**src/rtl/experiment_sequencer_pkg.sv**
```systemverilog
// ---------------------------------------------------------------------------
// experiment_sequencer_pkg
// Shared types and constants for the shot sequencer:
//   state_t  - sequencer state encoding (visible on the `state` port)
//   fault_t  - fault code reported on `fault_code`
//   SYNC_DEPTH - number of flops in each input synchroniser
// ---------------------------------------------------------------------------
package experiment_sequencer_pkg;

  typedef enum logic [2:0] {
    ST_IDLE          = 3'd0,
    ST_FG_WAIT       = 3'd1,
    ST_FG_DELAY      = 3'd2,
    ST_DETONATE      = 3'd3,
    ST_WIRE_WAIT     = 3'd4,
    ST_DETECTOR_WAIT = 3'd5,
    ST_FINISHED      = 3'd6
  } state_t;

  typedef enum logic [2:0] {
    FAULT_NONE             = 3'd0,
    FAULT_FG_TIMEOUT       = 3'd1,
    FAULT_WIRE_TIMEOUT     = 3'd2,
    FAULT_DETECTOR_TIMEOUT = 3'd3,
    FAULT_ABORT            = 3'd4,
    FAULT_EMPTY_MASK       = 3'd5
  } fault_t;

  localparam int SYNC_DEPTH = 2;

endpackage

```
**src/rtl/sync_bit.sv**
```systemverilog
// ---------------------------------------------------------------------------
// sync_bit
// Multi-bit flop-chain synchroniser (SYNC_DEPTH stages) for asynchronous
// level inputs. Each bit is synchronised independently.
// Ports:
//   clock   - destination clock
//   reset_n - asynchronous active-low reset, clears every stage
//   d       - asynchronous input bits
//   q       - synchronised output bits
// ---------------------------------------------------------------------------
module sync_bit
  import experiment_sequencer_pkg::*;
#(
  parameter int WIDTH = 1
) (
  input  logic             clock,
  input  logic             reset_n,
  input  logic [WIDTH-1:0] d,
  output logic [WIDTH-1:0] q
);

  logic [WIDTH-1:0] stage_q [SYNC_DEPTH];

  always_ff @(posedge clock or negedge reset_n) begin
    if (!reset_n) begin
      for (int i = 0; i < SYNC_DEPTH; i++) stage_q[i] <= '0;
    end else begin
      stage_q[0] <= d;
      for (int i = 1; i < SYNC_DEPTH; i++) stage_q[i] <= stage_q[i-1];
    end
  end

  assign q = stage_q[SYNC_DEPTH-1];

endmodule

```
**src/rtl/experiment_sequencer.sv**
```systemverilog
// ---------------------------------------------------------------------------
// experiment_sequencer
// Multi-channel shot sequencer. A start edge arms the shot, the FG pulse
// starts a fixed delay, a fixed-width detonation pulse follows, the wire-break
// fires the enabled trigger channels and each channel is released by its own
// detector-ready. Every waiting stage has a timeout; abort returns to IDLE.
// Ports:
//   clock, reset_n      - clock, asynchronous active-low reset
//   start_signal        - async, rising edge arms a shot
//   abort               - async level, cancels a running shot
//   fg_signal           - async function-generator pulse
//   wire_signal         - async wire-break level
//   detector_ready      - async per-channel release
//   trigger_mask        - channel enables, captured when a start is accepted
//   detonation_signal   - detonator pulse
//   output_trigger      - per-channel triggers
//   busy                - high whenever not IDLE
//   done                - one-cycle pulse when a shot completes
//   fault_code          - last fault (held until the next accepted start)
//   state               - current state encoding
// ---------------------------------------------------------------------------
module experiment_sequencer
  import experiment_sequencer_pkg::*;
#(
  parameter int N_CH             = 4,
  parameter int CNT_W            = 32,
  parameter int FG_DELAY         = 400_000,
  parameter int DET_WIDTH        = 50,
  parameter int FG_TIMEOUT       = 0,
  parameter int WIRE_TIMEOUT     = 1_000_000,
  parameter int DETECTOR_TIMEOUT = 500
) (
  input  logic            clock,
  input  logic            reset_n,
  input  logic            start_signal,
  input  logic            abort,
  input  logic            fg_signal,
  input  logic            wire_signal,
  input  logic [N_CH-1:0] detector_ready,
  input  logic [N_CH-1:0] trigger_mask,
  output logic            detonation_signal,
  output logic [N_CH-1:0] output_trigger,
  output logic            busy,
  output logic            done,
  output logic [2:0]      fault_code,
  output logic [2:0]      state
);

  // Terminal counter values; FG_TIMEOUT = 0 disables that timeout entirely.
  localparam logic [CNT_W-1:0] FG_DELAY_LAST = CNT_W'(FG_DELAY - 1);
  localparam logic [CNT_W-1:0] DET_LAST      = CNT_W'(DET_WIDTH - 1);
  localparam logic [CNT_W-1:0] FG_TO_LAST    = CNT_W'((FG_TIMEOUT == 0) ? 0 : FG_TIMEOUT - 1);
  localparam logic [CNT_W-1:0] WIRE_TO_LAST  = CNT_W'(WIRE_TIMEOUT - 1);
  localparam logic [CNT_W-1:0] DET_TO_LAST   = CNT_W'(DETECTOR_TIMEOUT - 1);

  logic [3:0]      ctrl_s;
  logic [N_CH-1:0] ready_s;
  logic            start_s, abort_s, fg_s, wire_s;

  // ---- input synchronisers ----
  sync_bit #(.WIDTH(4)) u_sync_ctrl (
    .clock   (clock),
    .reset_n (reset_n),
    .d       ({start_signal, abort, fg_signal, wire_signal}),
    .q       (ctrl_s)
  );

  sync_bit #(.WIDTH(N_CH)) u_sync_ready (
    .clock   (clock),
    .reset_n (reset_n),
    .d       (detector_ready),
    .q       (ready_s)
  );

  assign start_s = ctrl_s[3];
  assign abort_s = ctrl_s[2];
  assign fg_s    = ctrl_s[1];
  assign wire_s  = ctrl_s[0];

  // ---- start edge detect (registered, one extra cycle of latency) ----
  logic start_prev_q, start_edge_q;

  always_ff @(posedge clock or negedge reset_n) begin
    if (!reset_n) begin
      start_prev_q <= 1'b0;
      start_edge_q <= 1'b0;
    end else begin
      start_prev_q <= start_s;
      start_edge_q <= start_s & ~start_prev_q;
    end
  end

  // ---- FSM: state, counter, latched mask and all outputs registered ----
  state_t          state_q, state_d;
  fault_t          fault_q, fault_d;
  logic [CNT_W-1:0] cnt_q, cnt_d;
  logic [N_CH-1:0] mask_q, mask_d;
  logic [N_CH-1:0] trig_q, trig_d;
  logic            det_q, det_d;
  logic            done_q, done_d;
  logic            busy_q, busy_d;

  always_ff @(posedge clock or negedge reset_n) begin
    if (!reset_n) begin
      state_q <= ST_IDLE;
      fault_q <= FAULT_NONE;
      cnt_q   <= '0;
      mask_q  <= '0;
      trig_q  <= '0;
      det_q   <= 1'b0;
      done_q  <= 1'b0;
      busy_q  <= 1'b0;
    end else begin
      state_q <= state_d;
      fault_q <= fault_d;
      cnt_q   <= cnt_d;
      mask_q  <= mask_d;
      trig_q  <= trig_d;
      det_q   <= det_d;
      done_q  <= done_d;
      busy_q  <= busy_d;
    end
  end

  always_comb begin
    state_d = state_q;
    fault_d = fault_q;
    mask_d  = mask_q;
    trig_d  = trig_q;
    done_d  = 1'b0;

    case (state_q)
      ST_IDLE: begin
        trig_d = '0;
        if (start_edge_q) begin
          if (trigger_mask != '0) begin
            mask_d  = trigger_mask;
            fault_d = FAULT_NONE;
            state_d = ST_FG_WAIT;
          end else begin
            fault_d = FAULT_EMPTY_MASK;
          end
        end
      end
      ST_FG_WAIT: begin
        if (fg_s) begin
          state_d = ST_FG_DELAY;
        end else if ((FG_TIMEOUT != 0) && (cnt_q == FG_TO_LAST)) begin
          state_d = ST_IDLE;
          fault_d = FAULT_FG_TIMEOUT;
        end
      end
      ST_FG_DELAY: begin
        if (cnt_q == FG_DELAY_LAST) state_d = ST_DETONATE;
      end
      ST_DETONATE: begin
        if (cnt_q == DET_LAST) state_d = ST_WIRE_WAIT;
      end
      ST_WIRE_WAIT: begin
        if (wire_s) begin
          state_d = ST_DETECTOR_WAIT;
          trig_d  = mask_q;
        end else if (cnt_q == WIRE_TO_LAST) begin
          state_d = ST_IDLE;
          fault_d = FAULT_WIRE_TIMEOUT;
        end
      end
      ST_DETECTOR_WAIT: begin
        // Release individually; completing on the timeout cycle is not a fault.
        trig_d = trig_q & ~ready_s;
        if (trig_d == '0) begin
          state_d = ST_FINISHED;
        end else if (cnt_q == DET_TO_LAST) begin
          trig_d  = '0;
          state_d = ST_FINISHED;
          fault_d = FAULT_DETECTOR_TIMEOUT;
        end
      end
      ST_FINISHED: begin
        state_d = ST_IDLE;
        done_d  = 1'b1;
      end
      default: begin
        state_d = ST_IDLE;
        trig_d  = '0;
      end
    endcase

    // Abort overrides every transition computed above.
    if (abort_s && (state_q != ST_IDLE)) begin
      state_d = ST_IDLE;
      trig_d  = '0;
      fault_d = FAULT_ABORT;
      done_d  = 1'b0;
    end

    if (state_d != state_q || state_q == ST_IDLE) cnt_d = '0;
    else                                          cnt_d = cnt_q + 1'b1;

    det_d  = (state_d == ST_DETONATE);
    busy_d = (state_d != ST_IDLE);
  end

  assign detonation_signal = det_q;
  assign output_trigger    = trig_q;
  assign busy              = busy_q;
  assign done              = done_q;
  assign fault_code        = fault_q;
  assign state             = state_q;

endmodule

```
**config.mk**
```make
export PLATFORM = sky130hd
export DESIGN_NAME = experiment_sequencer
export DESIGN_NICKNAME = d
export VERILOG_FILES = /design/src/rtl/experiment_sequencer_pkg.sv /design/src/rtl/sync_bit.sv /design/src/rtl/experiment_sequencer.sv
export SDC_FILE = /design/constraint.sdc
export NUM_CORES = 1
export LEC_CHECK = 0
export CAP_MARGIN = 20
export CORE_ASPECT_RATIO = 1.25
export CORE_MARGIN = 3
export CORE_UTILIZATION = 55
export CTS_CLUSTER_SIZE = 40
export DETAILED_ROUTE_END_ITERATION = 7
export GPL_TIMING_DRIVEN = 1
export PLACE_DENSITY = 0.77
export RECOVER_POWER = 50
export SLEW_MARGIN = 20
export SYNTH_ARGS = -nofsm -noshare
export SYNTH_HDL_FRONTEND = slang
export SYNTH_SLANG_ARGS = --single-unit
```
**constraint.sdc**
```tcl
create_clock -name clock -period 6.31 [get_ports clock]
set_input_delay 1.5775 -clock clock [delete_from_list [all_inputs] [get_ports clock]]
set_output_delay 1.5775 -clock clock [all_outputs]
set_load 0.005 [all_outputs]
```
==> results of run 1 <==
[stage by stage]
step / hold WS, ns / setup WS, ns / total power, W / instance area [sq um] / utilization
after floorplan: 0.3312 / 3.117 / 0.0005908 / 3201 / -
after global placement: 0.3333 / 2.578 / 0.0006540 / 3503 / 0.6349
after detailed placement: 0.3378 / 2.517 / 0.0006578 / 3503 / 0.6349
after CTS: 0.3542 / 2.881 / 0.001046 / 3720 / 0.6742
after global routing: 0.3608 / 2.719 / 0.001082 / 3720 / 0.6742
final: 0.3520 / 2.864 / 0.001033 / 3720 / 0.6742
[layer usage]
| metal | global-route usage | share of wire | vias to the layer above |
|---|---|---|---|
| met4 | 0.1098 | 0.027 | 0 |
| met3 | 0.06091 | 0.050 | 15 |
| met1 | 0.2665 | 0.42 | 1174 |
| met5 | 0 | 0 | - |
| li1 | - | - | 1182 |
| met2 | 0.3388 | 0.51 | 64 |
[area by class of cell]
cell class / count / area [sq um] / area share
flip-flops and latches: 67 / 1677 / 0.4507
multi-input cells: 220 / 1431 / 0.3848
repair buffers: 29 / 277.8 / 0.07467
clock buffers: 9 / 123.9 / 0.03330
clock inverters: 7 / 92.59 / 0.02489
well taps: 64 / 80.08 / 0.02153
inverters: 10 / 37.54 / 0.01009
[cell usage after synthesis (2+ instances only)]
cell,instances
a211oi_1,2
a21boi_0,2
a21oi_1,2
a22o_1,4
a2bb2oi_1,2
and3_1,8
buf_2,3
clkbuf_1,12
dfrtp_1,67
ha_1,2
inv_1,10
mux2_1,2
mux2_2,5
mux2i_1,2
nand2_1,14
nand2b_1,5
nand3_1,11
nand3b_1,2
nand4_1,12
nand4b_1,2
nor2_1,16
nor2b_1,5
nor3_1,45
nor4_1,9
o211ai_1,2
o21ai_0,9
o22ai_1,2
or2_2,2
or3_1,2
or4_1,5
xnor2_1,14
xor2_1,15
[power by group through the flow]
| stage | sequential (W) | clock, W | combinational, W |
|---|---|---|---|
| 2_1_floorplan | 0.000479 | 0 | 0.000112 |
| 3_3_place_gp | 0.000493 | 0 | 0.000161 |
| 3_5_place_dp | 0.000494 | 0 | 0.000164 |
| 4_1_cts | 0.000485 | 0.000396 | 0.000165 |
| 5_1_grt | 0.000488 | 0.000414 | 0.000181 |
| 6_report | 0.000485 | 0.000386 | 0.000162 |
[kinds of logic after synthesis]
family	after synthesis
simple gates	144
xor+xnor	29
flops	67
compound gates	36
fa+ha+maj	2
mux	9
buf+inv	25
[path summary, 6_finish.rpt]
kind / startpoint / end / depth (start not counted)
max in group asynchronous: reset_n / cnt_q[12] / 2
worst min register to register: u_sync_ctrl.stage_q[7] / u_sync_ctrl.q[3] / 0
min in group asynchronous: reset_n / state[0] / 2
worst max register to register: cnt_q[29] / fault_code[0] / 6
worst max-delay path: trigger_mask[1] / cnt_q[29] / 8
worst min-delay path: u_sync_ctrl.stage_q[7] / u_sync_ctrl.q[3] / 0
[sequential cells by signal, indices dropped and copies added, names as in the netlist, 4 cells and up]
signal / cells
mask_q: 4
u_sync_ctrl.q: 4
u_sync_ctrl.stage_q: 4
u_sync_ready.q: 4
output_trigger: 4
cnt_q: 32
u_sync_ready.stage_q: 4
==> run summary, run 1 <==
Ant. Diodes = 0
Slew @ Worst Pin = 0.9280 ns
Post-synthesis adder-cell area fraction = 0.007819
Setup-failing EPs final = 0
Slowest CP cell = o41ai_1
CP delay by family, top = compound AO/OA/AOI/OAI gates
Period minus WS final = 3.446 ns
Pwr dens = 277.7 mW/mm^2
R2R Setup Slk = 3.58 ns
Critical Path, Cell by Cell = clkdlybuf4s50_1 -> o41ai_1 -> mux2i_1 -> nor2b_1 -> o21a_1 -> o211ai_1 -> buf_4 -> nor3_1
Worst-path clk slew = 0.07 ns
Row cnt = 30
Vias per cell = 5.998
Max-slew violations = 0
Chip height = 91.29 um
Leakage = 1.515 nW
Post-Syn Area per Cell = 10.26 sq um
Sequential power share = 0.469
Net Sw Power = 0.0002875 W
Max Root-Sink Buffers = 2
Post-synthesis sequential area ratio = 0.5238
Unrepaired setup endpoints after global routing = false
Dpl hpwl = 4463 um
Hold buffers post-CTS = 0
Clock Power Share = 0.374
Drt pass-1 iters = 4
Switching Fraction = 0.2783
Syn nets = 328
H-tree depth = 3
Outcome = complete, no violations
Simple-gate share of the synthesized area = 0.2471
Postcts setup bufs = 0
Worst-Skew Late Latency = 0.34 ns
First-pass GRT wire length = 11210 um
Main area contributors after synthesis = dfrtp_1 (52%), nor3_1 (7.0%), xor2_1 (4.1%)
Achievable clock frequency = 290.2 MHz
Sink Count = 67
HP Class = reg2reg
Pin count of the biggest net entering global routing = 68
DRT Wirelength = 6679 um
XOR/XNOR Fraction of Synth Area = 0.07936
Overall routing resource usage = 0.2157
Most common cell after layout, fill and taps aside = dfrtp_1
Die width = 74.23 um
# fillers = 444
CTS tree = built
Vias in the first global route = 2430
Post-route DRC violation count = 0
Area of the die = 0.006776 sq mm
Yosys top cell by area = dfrtp_1
Ratio of cells with drive above 1 in the final layout = 0.09064
# IOs = 27
Max rail drop VDD = 148.1 uV
Post-synth cell types = 49
Critical Path Fanout Max = 32
Worst setup EP type = flop
Internal power = 0.0007455 W
Final Cycle Share = 0.5461
Slew HR = 0.3726
Max-Cap Viols = 0
Multiplexer share of the synthesized area = 0.03088
CP peak stage delay = 0.48 ns
Final Net Count = 353
TritonCTS Buffers = 9
Starting Density = 0.5800
Arrival time worst endpoint = 3.66 ns
Yosys top cell area share = 0.5238
Vias post-DR = 2435
CP Launch Type = input pin
Ys flop type = dfrtp_1
Hold Vio Cnt, Final = 0
Post-synthesis compound-gate area fraction = 0.08053
Post-Synthesis Cells = 312
Clk root buf = clkbuf_8
Main combinational cell family by area after synthesis = simple AND/OR/NAND/NOR gates
Final antenna-violating net count = 0
GPL Wtd Cong = 0.8315
Yosys reg bits = 67
Area growth syn-to-layout = 16.22%
Count of cells resized by post-cts repair = 0
Fin cells = 406
Most frequent cells in the layout = dfrtp_1 (67), nor3_1 (44), clkdlybuf4s50_1 (17)
Post-synth EDFFs = 0
CP bufs+invs = 2
WL/cell = 16.45 um
Fin Setup TNS = 0 ns
FFs w/ async S/R, synth = 1.000
Initial DRC count = 233
Initial antenna violation count = 0
Remaining Overflow, GRT = 0
Synthesized area = 0.003201 sq mm
Number of port buffers = 26
Worst EP required = 6.52 ns
Comb power frac = 0.157
Dpl cells = 390
Clk_skew = 0.006962 ns
Type of the worst setup path = in2reg
Core area = 0.005518 sq mm
Yosys warning count = 0
Note: power is estimated with default switching activity, not from simulation.
==> run 2: changes to the inputs <==
==> constraint.sdc (replaced) <==
create_clock -name clock -period 3.5 [get_ports clock]
set_input_delay 0.875 -clock clock [delete_from_list [all_inputs] [get_ports clock]]
set_output_delay 0.875 -clock clock [all_outputs]
set_load 0.005 [all_outputs]
==> run 2 against run 1 <==
  * The run now ends with max-capacitance violations, max-slew violations left
  * Sequential cell count is the same
  * Wire length is essentially flat
  * First-iteration DRC count shrank 39%
  * Worst hold slack is essentially flat
  * Clock skew is essentially flat
  * Via count grew 0.74%
  * Critical path type unchanged
  * Largest power group unchanged
  * Highest routed layer unchanged
==> run summary, run 2 (synthesized netlist as in run 1, its figures left out) <==
Failing checks = max-capacitance violations, max-slew violations
Area growth syn-to-layout = 17.71%
Slew @ Worst Pin = 2.307 ns (+1.379 ns)
Worst hold path depth = 0 (unchanged)
Hold buffers post-CTS = 0 (unchanged)
WP depth = 8 (unchanged)
Type of the worst setup path = in2reg
Slowest CP cell = o41ai_1
Slew HR = -0.5383 (-0.9109)
Row cnt = 30 (unchanged)
Max-Cap Viols = 1 (+1)
Most common cell after layout, fill and taps aside = dfrtp_1
CTS tree = built
Reg2Reg Depth = 6 (unchanged)
Ratio of cells with drive above 1 in the final layout = 0.09275 (+0.002110)
Dpl cells = 393 (+0.77%)
Number of port buffers = 26 (unchanged)
Arrival time worst endpoint = 3.07 ns (-0.59 ns)
Final Net Count = 356 (+0.85%)
Postcts setup bufs = 0 (unchanged)
Hold Vio Cnt, Final = 0 (unchanged)
Max rail drop VDD = 260.1 uV (+76%)
Chip height = 91.29 um (unchanged)
TritonCTS Buffers = 9 (unchanged)
Clk_skew = 0.006869 ns (-0.00009359 ns)
Clk root buf = clkbuf_8
Pwr dens = 517.7 mW/mm^2 (+86%)
Sink Count = 67 (unchanged)
GPL Wtd Cong = 0.8279 (-0.43%)
HP Class = reg2reg
Remaining Overflow, GRT = 0 (unchanged)
Max-slew violations = 47 (+47)
Critical Path, Cell by Cell = clkdlybuf4s50_1 -> o41ai_1 -> mux2i_1 -> nor2b_1 -> o21a_1 -> o211ai_1 -> buf_4 -> nor3_1
Core area = 0.005518 sq mm (unchanged)
Leakage = 1.535 nW (+1.3%)
Worst-path clk slew = 0.07 ns (about the same)
Fin Setup TNS = 0 ns (unchanged)
CP delay by family, top = compound AO/OA/AOI/OAI gates
CP Launch Type = input pin
Initial DRC count = 143 (-39%)
Max Root-Sink Buffers = 2 (unchanged)
Period minus WS final = 2.867 ns
Most frequent cells in the layout = dfrtp_1 (67), nor3_1 (44), clkdlybuf4s50_1 (17)
Outcome = complete, but fails checks
Fin cells = 409 (+0.74%)
Biggest register = cnt_q
Achievable clock frequency = 348.8 MHz
Worst-Skew Late Latency = 0.33 ns (about the same)
Area of the die = 0.006776 sq mm (unchanged)
CP bufs+invs = 2 (unchanged)
Pin count of the biggest net entering global routing = 47 (-31%)
Worst EP required = 3.71 ns (-2.81 ns)
WL/cell = 16.33 um (-0.72%)
Worst setup EP type = flop
Critical Path Fanout Max = 32 (unchanged)
Dpl hpwl = 4572 um (+2.4%)
Final Cycle Share = 0.8191
Die width = 74.23 um (unchanged)
First-pass GRT wire length = 11380 um (+1.5%)
# fillers = 451 (+1.6%)
DRT Wirelength = 6680 um (about the same)
Initial antenna violation count = 0 (unchanged)
Vias per cell = 5.998 (about the same)
Post-route DRC violation count = 0 (unchanged)
Ant. Diodes = 0 (unchanged)
H-tree depth = 3 (unchanged)
Vias post-DR = 2453 (+0.74%)
Count of cells resized by post-cts repair = 0 (unchanged)
Vias in the first global route = 2445 (+0.62%)
Drt pass-1 iters = 4 (unchanged)
Setup-failing EPs final = 0 (unchanged)
CP peak stage delay = 0.58 ns (+0.10 ns)
Overall routing resource usage = 0.2158 (about the same)
Largest register FFs = 32 (unchanged)
Unrepaired setup endpoints after global routing = false
Final antenna-violating net count = 0 (unchanged)
Starting Density = 0.5800 (unchanged)
# IOs = 27 (unchanged)
run 2: where the power goes:
group	leakage (nW)	internal, W	total (W)	switching, W
registers	0.882	0.000823	0.000877	0.0000538
clock network	0.124	0.000479	0.000783	0.000304
logic	0.529	0.000122	0.000291	0.000169
run 2: worst paths after layout:
path | start | end | slack (ns)
max reg2reg | cnt_q[29] | fault_code[1] | 0.75
max in group asynchronous | reset_n | cnt_q[8] | 0.88
min in group asynchronous | reset_n | state[0] | 1.23
max | trigger_mask[1] | cnt_q[31] | 0.63
min reg2reg | u_sync_ctrl.stage_q[6] | u_sync_ctrl.q[2] | 0.35
min | u_sync_ctrl.stage_q[6] | u_sync_ctrl.q[2] | 0.35
run 2: stage by stage:
stage / utilization / total power (W) / hold WS (ns) / instance area [sq um] / setup slack, ns
floorplan: - / 0.001065 / 0.3312 / 3201 / 1.010
global placement: 0.6390 / 0.001179 / 0.3334 / 3526 / 0.4742
detailed placement: 0.6390 / 0.001188 / 0.3371 / 3526 / 0.4760
CTS: 0.6841 / 0.001976 / 0.3544 / 3775 / 0.6133
global route: 0.6828 / 0.002040 / 0.3625 / 3767 / 0.3970
finish: 0.6828 / 0.001951 / 0.3516 / 3767 / 0.6333
run 2: layer usage:
metal	share of wire	up-vias	track usage
li1	-	1196	-
met3	0.036	10	0.03987
met1	0.42	1196	0.2670
met2	0.52	51	0.3728
met5	0	-	0
met4	0.019	0	0.06973
run 2: final cells by class:
class                           count  area (sq um)  area share
Sequential cell                    67          1677      0.4450
Multi-Input combinational cell    220          1431      0.3799
Timing Repair Buffer               32         292.8     0.07772
Clock inverter                      7         125.1     0.03321
Clock buffer                        9         123.9     0.03288
Tap cell                           64         80.08     0.02126
Inverter                           10         37.54    0.009963
